--- config.mk ---
export PLATFORM = sky130hd
export DESIGN_NAME = mmio_ctrl
export DESIGN_NICKNAME = d
export VERILOG_FILES = /design/src/rtl/mmio_pkg.sv /design/src/rtl/mmio_fifo.sv /design/src/rtl/mmio_ctrl.sv
export SDC_FILE = /design/constraint.sdc
export NUM_CORES = 1
export LEC_CHECK = 0
export CAP_MARGIN = 20
export CORE_ASPECT_RATIO = 1.75
export CORE_UTILIZATION = 38
export DETAILED_ROUTE_END_ITERATION = 8
export GPL_TIMING_DRIVEN = 0
export PLACE_DENSITY = 0.86
export SETUP_SLACK_MARGIN = 0.05
export SKIP_LAST_GASP = 1
export SLEW_MARGIN = 15
export SYNTH_ARGS = -nofsm -noshare
export SYNTH_HDL_FRONTEND = slang
export SYNTH_SLANG_ARGS = --single-unit
--- constraint.sdc ---
create_clock -name clk -period 4.3 [get_ports clk]
set_clock_uncertainty 0.15 [all_clocks]
set_input_delay 0.645 -clock clk [delete_from_list [all_inputs] [get_ports clk]]
set_output_delay 0.645 -clock clk [all_outputs]
set_load 0.1 [all_outputs]
--- src/rtl/mmio_pkg.sv ---
// Shared definitions for the MMIO test-harness controller: bus widths, register
// offsets, magic values, response codes and the address decoder.
package mmio_pkg;

  localparam int BUS_WIDTH      = 32;
  localparam int BUS_RESP_WIDTH = 2;

  localparam logic [11:0] OFF_TEST        = 12'h000;
  localparam logic [11:0] OFF_UART_TX     = 12'h004;
  localparam logic [11:0] OFF_UART_STATUS = 12'h040;
  localparam logic [11:0] OFF_SYSCALL     = 12'h080;

  localparam logic [31:0] PASS_CODE     = 32'h0100_0001;
  localparam logic [31:0] UNMAPPED_DATA = 32'hDEAD_BEEF;

  localparam logic [1:0] RESP_OKAY  = 2'b00;
  localparam logic [1:0] RESP_ERROR = 2'b10;

  typedef enum logic [2:0] {
    REG_NONE, REG_TEST, REG_UART, REG_STATUS, REG_SYSCALL
  } reg_e;

  typedef struct packed {
    reg_e       kind;
    logic [2:0] chan;
  } dec_t;

  // Window is 4 KiB aligned, so the upper address bits select it directly.
  function automatic dec_t decode(input logic [31:0] addr, input logic [31:0] base,
                                  input int nch);
    dec_t       d;
    logic [11:0] off;
    d.kind = REG_NONE;
    d.chan = '0;
    off    = addr[11:0];
    if (addr[31:12] == base[31:12]) begin
      if (off == OFF_TEST)                d.kind = REG_TEST;
      else if (off == OFF_UART_STATUS)    d.kind = REG_STATUS;
      else if (off == OFF_SYSCALL)        d.kind = REG_SYSCALL;
      else if (off[1:0] == 2'b00 && off >= OFF_UART_TX &&
               off < OFF_UART_TX + 12'(4 * nch)) begin
        d.kind = REG_UART;
        d.chan = 3'(off[11:2] - 10'd1);
      end
    end
    return d;
  endfunction

endpackage

--- src/rtl/mmio_fifo.sv ---
// Per-channel TX byte FIFO; pointers carry one extra wrap bit so full and
// empty are distinguished without a counter.
module mmio_fifo
  import mmio_pkg::*;
#(
  parameter int DEPTH = 4,
  parameter int WIDTH = 8
) (
  input  logic             clk,
  input  logic             rst,
  input  logic             push,
  input  logic             pop,
  input  logic [WIDTH-1:0] din,
  output logic [WIDTH-1:0] dout,
  output logic             empty,
  output logic             full
);

  localparam int AW = $clog2(DEPTH);

  logic [AW:0]      wptr, rptr;
  logic [WIDTH-1:0] mem [DEPTH];

  assign empty = (wptr == rptr);
  assign full  = (wptr[AW] != rptr[AW]) && (wptr[AW-1:0] == rptr[AW-1:0]);
  assign dout  = mem[rptr[AW-1:0]];

  always_ff @(posedge clk or negedge rst) begin
    if (!rst) begin
      wptr <= '0;
      rptr <= '0;
      for (int i = 0; i < DEPTH; i++) mem[i] <= '0;
    end else begin
      if (push && !full) begin
        mem[wptr[AW-1:0]] <= din;
        wptr              <= wptr + 1'b1;
      end
      if (pop && !empty) rptr <= rptr + 1'b1;
    end
  end

endmodule

--- src/rtl/mmio_ctrl.sv ---
// MMIO register window for simulation harnesses: TEST flag, UART TX FIFOs,
// UART status and an optional SYSCALL register (enabled by MMIO_SYSCALL_EN).
module mmio_ctrl
  import mmio_pkg::*;
#(
  parameter logic [31:0] BASE_ADDR     = 32'h8000,
  parameter int          UART_CHANNELS = 1,
  parameter int          FIFO_DEPTH    = 4
) (
  input  logic                       clk,
  input  logic                       rst,
  input  logic                       dw_data_addr_valid,
  output logic                       dw_data_addr_ready,
  input  logic [BUS_WIDTH-1:0]       dw_addr,
  input  logic [BUS_WIDTH-1:0]       dw_data,
  input  logic [BUS_WIDTH/8-1:0]     dw_strobe,
  output logic                       dw_resp_valid,
  input  logic                       dw_resp_ready,
  output logic [BUS_RESP_WIDTH-1:0]  dw_resp,
  input  logic                       dr_addr_valid,
  output logic                       dr_addr_ready,
  input  logic [BUS_WIDTH-1:0]       dr_addr,
  output logic                       dr_data_valid,
  input  logic                       dr_data_ready,
  output logic [BUS_WIDTH-1:0]       dr_data,
  output logic                       test_done,
  output logic                       test_pass,
  output logic [UART_CHANNELS-1:0]   uart_tx_valid,
  input  logic [UART_CHANNELS-1:0]   uart_tx_ready,
  output logic [8*UART_CHANNELS-1:0] uart_tx_data,
  input  logic [BUS_WIDTH-1:0]       syscall_in
);

  logic                     up;
  dec_t                     wdec, rdec;
  logic [UART_CHANNELS-1:0] uart_hit, push, pop, empty, full;
  logic                     w_acc, r_acc, w_full;
  logic [1:0]               w_resp;
  logic [31:0]              status, rdata;
  logic                     unused_bits;

  assign wdec = decode(dw_addr, BASE_ADDR, UART_CHANNELS);
  assign rdec = decode(dr_addr, BASE_ADDR, UART_CHANNELS);

  always_comb begin
    uart_hit = '0;
    for (int k = 0; k < UART_CHANNELS; k++)
      uart_hit[k] = (wdec.kind == REG_UART) && (wdec.chan == 3'(k));
  end

  // A UART write to a full FIFO stalls rather than dropping the byte.
  assign w_full             = |(uart_hit & full);
  assign dw_data_addr_ready = up && !dw_resp_valid && !w_full;
  assign dr_addr_ready      = up && !dr_data_valid;
  assign w_acc              = dw_data_addr_valid && dw_data_addr_ready;
  assign r_acc              = dr_addr_valid && dr_addr_ready;

  assign push          = uart_hit & {UART_CHANNELS{w_acc && dw_strobe[0]}};
  assign uart_tx_valid = ~empty;
  assign pop           = uart_tx_valid & uart_tx_ready;
  assign w_resp        = (wdec.kind == REG_TEST || wdec.kind == REG_UART) ? RESP_OKAY
                                                                          : RESP_ERROR;

  for (genvar k = 0; k < UART_CHANNELS; k++) begin : g_ch
    mmio_fifo #(.DEPTH(FIFO_DEPTH), .WIDTH(8)) u_fifo (
      .clk   (clk),
      .rst   (rst),
      .push  (push[k]),
      .pop   (pop[k]),
      .din   (dw_data[7:0]),
      .dout  (uart_tx_data[8*k +: 8]),
      .empty (empty[k]),
      .full  (full[k])
    );
  end

  always_comb begin
    status                    = '0;
    status[0 +: UART_CHANNELS] = empty;
    status[8 +: UART_CHANNELS] = full;
  end

  always_comb begin
    rdata = UNMAPPED_DATA;
    case (rdec.kind)
      REG_STATUS:  rdata = status;
`ifdef MMIO_SYSCALL_EN
      REG_SYSCALL: rdata = syscall_in;
`endif
      default:     rdata = UNMAPPED_DATA;
    endcase
  end

`ifdef MMIO_SYSCALL_EN
  assign unused_bits = ^dw_strobe[BUS_WIDTH/8-1:1];
`else
  assign unused_bits = ^{dw_strobe[BUS_WIDTH/8-1:1], syscall_in};
`endif

  always_ff @(posedge clk or negedge rst) begin
    if (!rst) begin
      up            <= 1'b0;
      dw_resp_valid <= 1'b0;
      dw_resp       <= '0;
      dr_data_valid <= 1'b0;
      dr_data       <= '0;
      test_done     <= 1'b0;
      test_pass     <= 1'b0;
    end else begin
      up <= 1'b1;
      if (w_acc) begin
        dw_resp_valid <= 1'b1;
        dw_resp       <= w_resp;
      end else if (dw_resp_ready) begin
        dw_resp_valid <= 1'b0;
      end
      // First TEST write decides the verdict; later ones are acknowledged only.
      if (w_acc && wdec.kind == REG_TEST && !test_done) begin
        test_done <= 1'b1;
        test_pass <= (dw_data == PASS_CODE);
      end
      if (r_acc) begin
        dr_data_valid <= 1'b1;
        dr_data       <= rdata;
      end else if (dr_data_ready) begin
        dr_data_valid <= 1'b0;
      end
    end
  end

endmodule

==> results_dict.tcl, run 1 <==
set metrics [dict create \
    area_growth_pct 66.30 \
    fin_crit_ns 3.696 \
    postLayoutCoreUtil_pct 66.35 \
    drcViolationCount 0 \
    ys.flop_type "dfrtp_1" \
    worstMarginPinSlew_ns 1.025 \
    hpwl_um 5871 \
    track_usage_pct 20.69 \
    numPortBuffers 144 \
    postCtsSetupRepairBufs 0 \
    rsz0062_at_grt "no" \
    reg2reg_depth 7 \
    detail-route-antenna-nets 0 \
    syn_avg_cell_area_um2 12.14 \
    drtPass1Iterations 2 \
    ctsHtreeMaxLevel 2 \
    dr_total_vias 2245 \
    yosys-top-cells-count "47 x dfrtp_1, 35 x mux2_2, 31 x buf_4" \
    ys_top_cells_by_area "dfrtp_1 44%, mux2_2 15%, buf_4 8.8%" \
    p_sw_uw 259.4 \
    drv_cap 0 \
    hold_viol 0 \
    die_w_um 65.10 \
    antenna_found_initial 0 \
    hold_slack_ns 0.1578 \
    p_leak_nw 1.957 \
    dp.cells 452 \
    core_area_mm2 0.006636 \
    hold_path.class "primary input to asynchronous set/reset pin" \
    p_clk_share_pct 39.6 \
    clkSlewWorstSetupHoldPaths_ns 0.06 \
    fmax_mhz 270.6 \
    p_int_uw 818.8 \
    grt_max_degree 30 \
    cts.sinks 47 \
    io_pins 188 \
    wl_per_cell_um 15.55 \
    synth_seq_cells 47 \
    grt_first_pass_wirelength_um 11360 \
    yosysSeqAreaShare_pct 44.42 \
    die-area_mm2 0.007318 \
    cts-buffers-inserted 5 \
    rows 39 \
    slew_headroom_pct 31.43 \
    wl_um 7137 \
    yosys.area.top_type "dfrtp_1" \
    worstSetupEndpointType "output pin" \
    fin_crit_sh_pct 85.96 \
    r2r-start "g_ch[0].u_fifo.rptr[0]" \
    avgViaCountPerCell 4.891 \
    pre_cts_ws_ns 0.1321 \
    cp.required_ns 3.50 \
    grt-ovfl-total 0 \
    status "finished, final reports clean" \
    syn_area_mm2 0.002648 \
    first_global_vias 2372 \
    antenna_cells 0 \
    tns_ns 0 \
    setup_violations 0 \
    post-synth-top-count-cell "dfrtp_1" \
    drive_above_1_share_pct 24.40 \
    die_h_um 112.4 \
    finalWorstSetupSlack_ns 0.6039 \
    worstSkewPairLatency_ns 0.28 \
    pwr-share-comb_pct 19.0 \
    syn_inst 218 \
    slew_violations 0 \
    nNetsFinal 524 \
    peakVddDrop_v 0.0002871 \
    share_seq_of_total_power_pct 41.5 \
    arrival_ns 2.90 \
    gp_congestion 0.7309 \
    crit_start "dw_addr[2]" \
    switching_share_pct 24.06 \
    powerDensity_mw_per_mm2 244.9 \
    drt_iter0_markers 57 \
    cts_tree "yes" \
    async_flop_share_pct 100.0 \
    cts_root_buf "clkbuf_16" \
    yosys_warnings 0 \
    start_kind "primary input" \
    cp_max_fo 4 \
    path_class "primary input to output pin" \
    start_util_pct 39.89 \
    finalNonFillerCells 459 \
    netlist.area_leader.share_pct 44.42 \
    synth_edf_count 0 \
    yosysUniqueCellTypes 33 \
    clk_path_buf_depth 2 \
]
-- layout make-up --
class | instances | area (µm²)
repair buffers | 145 | 1459
clock buffers | 5 | 125.1
fillers | 504 | 2233
inverters | 7 | 26.28
multi-input cells | 138 | 1229
flip-flops and latches | 47 | 1176
plain buffers | 33 | 247.7
clock inverters | 2 | 37.54
well taps | 82 | 102.6
-- layout by cell type, fill, tap and decap left out, drive strengths merged, types with 2 or more instances in the layout --
cell / n
mux4: 8
nor3: 2
nor4: 19
ha: 8
clkbuf: 6
nand3: 8
nor2: 8
nand4: 5
xnor2: 7
nand2: 5
mux2: 35
conb: 9
clkdlybuf4s50: 142
nor4b: 5
and3: 2
o21ai: 2
buf: 34
a21oi: 3
nand3b: 2
inv: 7
dfrtp: 47
-- sequential cells by signal (all words and copies together) (netlist names) --
register          flops
dr_data_valid         1
up                    1
test_done             1
dw_resp_valid         1
dr_data               3
g_ch.u_fifo.rptr      3
g_ch.u_fifo.mem      32
dw_resp               1
g_ch.u_fifo.wptr      3
test_pass             1
-- metrics by stage --
stage	power [mW]	area, µm²
after floorplan	0.5377	2679
after global placement	0.6553	4223
after detailed placement	0.6604	4238
after CTS	1.085	4400
after global routing	1.118	4403
final	1.078	4403
-- worst paths after layout --
kind / to / slack, ns
worst max-delay path: dw_data_addr_ready / 0.60
worst min-delay path: test_done / 0.16
worst max register to register: g_ch[0].u_fifo.mem[4] / 2.02
min in group clk: test_done / 0.34
worst min register to register: test_done / 0.34
max in group asynchronous: g_ch[0].u_fifo.mem[11] / 3.34
-- cells by family after synthesis --
group                    after synthesis  synth area share [%]
adder cells (fa/ha/maj)                8                 3.781
other                                  2                0.2837
XOR/XNOR                               7                 2.316
AND/OR/NAND/NOR                       61                 14.51
buffers and inverters                 40                 10.35
multiplexers                          43                 21.69
AO/OA/AOI/OAI                         10                 2.647
flip-flops                            47                 44.42
-- power by group through the flow --
stage | clock (mW) | sequential, mW | combinational (mW)
6_report | 0.427 | 0.447 | 0.205
3_5_place_dp | 0 | 0.455 | 0.205
5_1_grt | 0.455 | 0.447 | 0.216
3_3_place_gp | 0 | 0.455 | 0.200
4_1_cts | 0.433 | 0.447 | 0.206
2_1_floorplan | 0 | 0.470 | 0.0673
-- worst max-delay path, stage by stage --
cell,delay [ns]
clkdlybuf4s50_1,0.53
inv_1,0.09
ha_1,0.23
and3_1,0.19
o2111ai_1,0.19
nor4_1,0.10
nor3b_2,0.15
dlymetal6s2s_1,0.76
-- per-layer routing --
layer / global-route usage [%] / vias to the layer above / routed length [µm]
met4: 6.087 / 0 / 122
met2: 40.49 / 99 / 4060
li1: - / 1078 / -
met1: 20.66 / 1057 / 2394
met3: 4.878 / 11 / 560
met5: 0 / - / 0
-- repair_timing --
action                                  in CTS  in global routing
resized for setup                            0                  1
endpoints found under the setup margin       0                  1
hold buffers                                 0                  0
(Power assumes the default switching activity.)
==> run 2, diff against run 1 <==
Clock period 4.3 ns to 4.6 ns, I/O delays scaled along.
==> run 2 against run 1 <==
  * Power decreased by 11%
  * Non-clock buffer count unchanged
  * Critical path depth unchanged
  * Critical path type unchanged
  * Die area unchanged
  * Setup slack got worse by 0.35 ns
==> results_dict.tcl, run 2 (synthesized netlist as in run 1, its figures left out) <==
set metrics [dict create \
    status "finished, final reports clean" \
    cp_common_cell "clkdlybuf4s50_1" \
    ctsHtreeMaxLevel 2 \
    largest_reg_flops 32 \
    dr_wl_met3_um 507 \
    hold_viol 0 \
    cp_max_fo 4 \
    drt_iter0_markers 95 \
    clk_path_buf_depth 2 \
    cp.required_ns 3.76 \
    area_growth_pct 65.36 \
    die_w_um 65.10 \
    path_class "primary input to output pin" \
    avgViaCountPerCell 4.985 \
    rows 39 \
    drtPass1Iterations 4 \
    fin_crit_ns 4.344 \
    postCtsResizedCells 0 \
    hold_path.class "primary input to asynchronous set/reset pin" \
    final_common_cell "clkdlybuf4s50_1" \
    slowest_delay_ns 1.17 \
    start_kind "primary input" \
    fmax_mhz 230.2 \
    dr_total_vias 2293 \
    slew_headroom_pct 32.96 \
    numPortBuffers 144 \
    worstMarginPinSlew_ns 1.002 \
    pwr-share-comb_pct 20.1 \
    core_area_mm2 0.006636 \
    fin_crit_sh_pct 94.43 \
    finalPower_uw 956.3 \
    clkSlewWorstSetupHoldPaths_ns 0.06 \
    detail-route-antenna-nets 0 \
    setup_violations 0 \
    wl_um 7196 \
    grt_first_pass_wirelength_um 11270 \
    ctsHoldBuffers 0 \
    cts-buffers-inserted 5 \
    slew_violations 0 \
    antenna_found_initial 0 \
    peakVddDrop_v 0.0003218 \
    p_leak_nw 1.937 \
    final_cell_mix "143 x clkdlybuf4s50_1, 47 x dfrtp_1, 35 x mux2_2, 31 x buf_4, 19 x nor4_1" \
    p_sw_uw 242.3 \
    highest_layer "met4" \
    cp_slowest_cell "clkdlybuf4s50_1" \
    tns_ns 0 \
    switching_share_pct 25.34 \
    drv_cap 0 \
    antenna_cells 0 \
    start_util_pct 39.89 \
    nNetsFinal 524 \
    hpwl_um 5805 \
    top_register "g_ch.u_fifo.mem" \
    die-area_mm2 0.007318 \
    die_h_um 112.4 \
    path_cells "clkdlybuf4s50_1 -> inv_1 -> ha_1 -> and3_1 -> o2111ai_1 -> nor4_1 -> nor3b_1 -> clkdlybuf4s50_1" \
    drcViolationCount 0 \
    share_seq_of_total_power_pct 43.7 \
    powerDensity_mw_per_mm2 218.4 \
    arrival_ns 3.50 \
    worstSetupEndpointType "output pin" \
    gp_congestion 0.7480 \
    met1_length_um 2504 \
    rsz0062_at_grt "no" \
    track_usage_pct 20.36 \
    grt-ovfl-total 0 \
    fillers 490 \
    p_clk_share_pct 36.2 \
    first_global_vias 2390 \
    cts_root_buf "clkbuf_16" \
    cts_tree "yes" \
    wl_per_cell_um 15.64 \
    grt_max_degree 26 \
    postCtsSetupRepairBufs 0 \
    drive_above_1_share_pct 23.81 \
    worstSkewPairLatency_ns 0.29 \
    cts.sinks 47 \
    io_pins 188 \
    met2WireLength_um 4062 \
    p_int_uw 714.0 \
]
[run 2: cell types whose count changed in the layout (fill, tap and decap cells not counted), sizes merged]
cell / delta
clkbuf: +2
bufinv: -1
clkdlybuf4s50: +1
clkinv: +1
clkinvlp: -1
dlymetal6s2s: -1
[run 2: path summary, 6_finish.rpt]
| path | from | endpoint | slack, ns | depth (start not counted) |
|---|---|---|---|---|
| min in group clk | test_done | test_done | 0.34 | 1 |
| min | rst | g_ch[0].u_fifo.mem[8] | 0.24 | 1 |
| max reg2reg | g_ch[0].u_fifo.rptr[0] | g_ch[0].u_fifo.mem[1] | 2.35 | 7 |
| min reg2reg | test_done | test_done | 0.34 | 1 |
| max | dw_addr[2] | dw_data_addr_ready | 0.26 | 8 |
| max in group asynchronous | rst | g_ch[0].u_fifo.mem[31] | 3.55 | 2 |
[run 2: metrics by stage]
step | setup WS (ns) | util (%) | hold WS (ns) | instances | instance area [µm²]
3_5_place_dp | 0.2973 | 63.90 | 0.3205 | 452 | 4240
5_1_grt | 0.1281 | 65.97 | 0.2702 | 460 | 4378
6_report | 0.2561 | 65.97 | 0.2412 | 460 | 4378
3_3_place_gp | 0.4501 | 63.56 | 0.3182 | 451 | 4218
4_1_cts | 0.2878 | 65.97 | 0.2564 | 460 | 4378
2_1_floorplan | 0.1831 | - | 0.2444 | 225 | 2674
[run 2: layer usage]
layer	GRT usage [%]	up-vias
met2	38.40	96
met1	20.95	1100
met4	6.957	0
li1	-	1086
met5	0	-
met3	5.285	11
[run 2: worst max-delay path: cells and delay by family]
kind                       cells  cell delay (ns)
buffers and inverters          3             1.81
and+or+nand+nor                3             0.51
AOI/OAI and AO/OA              1             0.25
adders and majority gates      1             0.24
[run 2: final cells by class]
class / count / area [µm²] / area share (%)
Tap cell: 82 / 102.6 / 2.344
Timing Repair Buffer: 145 / 1464 / 33.44
Clock inverter: 1 / 5.005 / 0.1143
Sequential cell: 47 / 1176 / 26.86
Multi-Input combinational cell: 138 / 1224 / 27.95
Buffer: 33 / 247.7 / 5.659
Inverter: 7 / 26.28 / 0.6002
Clock buffer: 7 / 132.6 / 3.029
[run 2: power by group through the flow]
stage / Combinational [mW] / Clock [mW] / Sequential (mW)
floorplan: 0.0626 / 0 / 0.440
global placement: 0.185 / 0 / 0.425
detailed placement: 0.192 / 0 / 0.425
CTS: 0.192 / 0.350 / 0.418
global route: 0.202 / 0.368 / 0.418
finish: 0.192 / 0.347 / 0.418
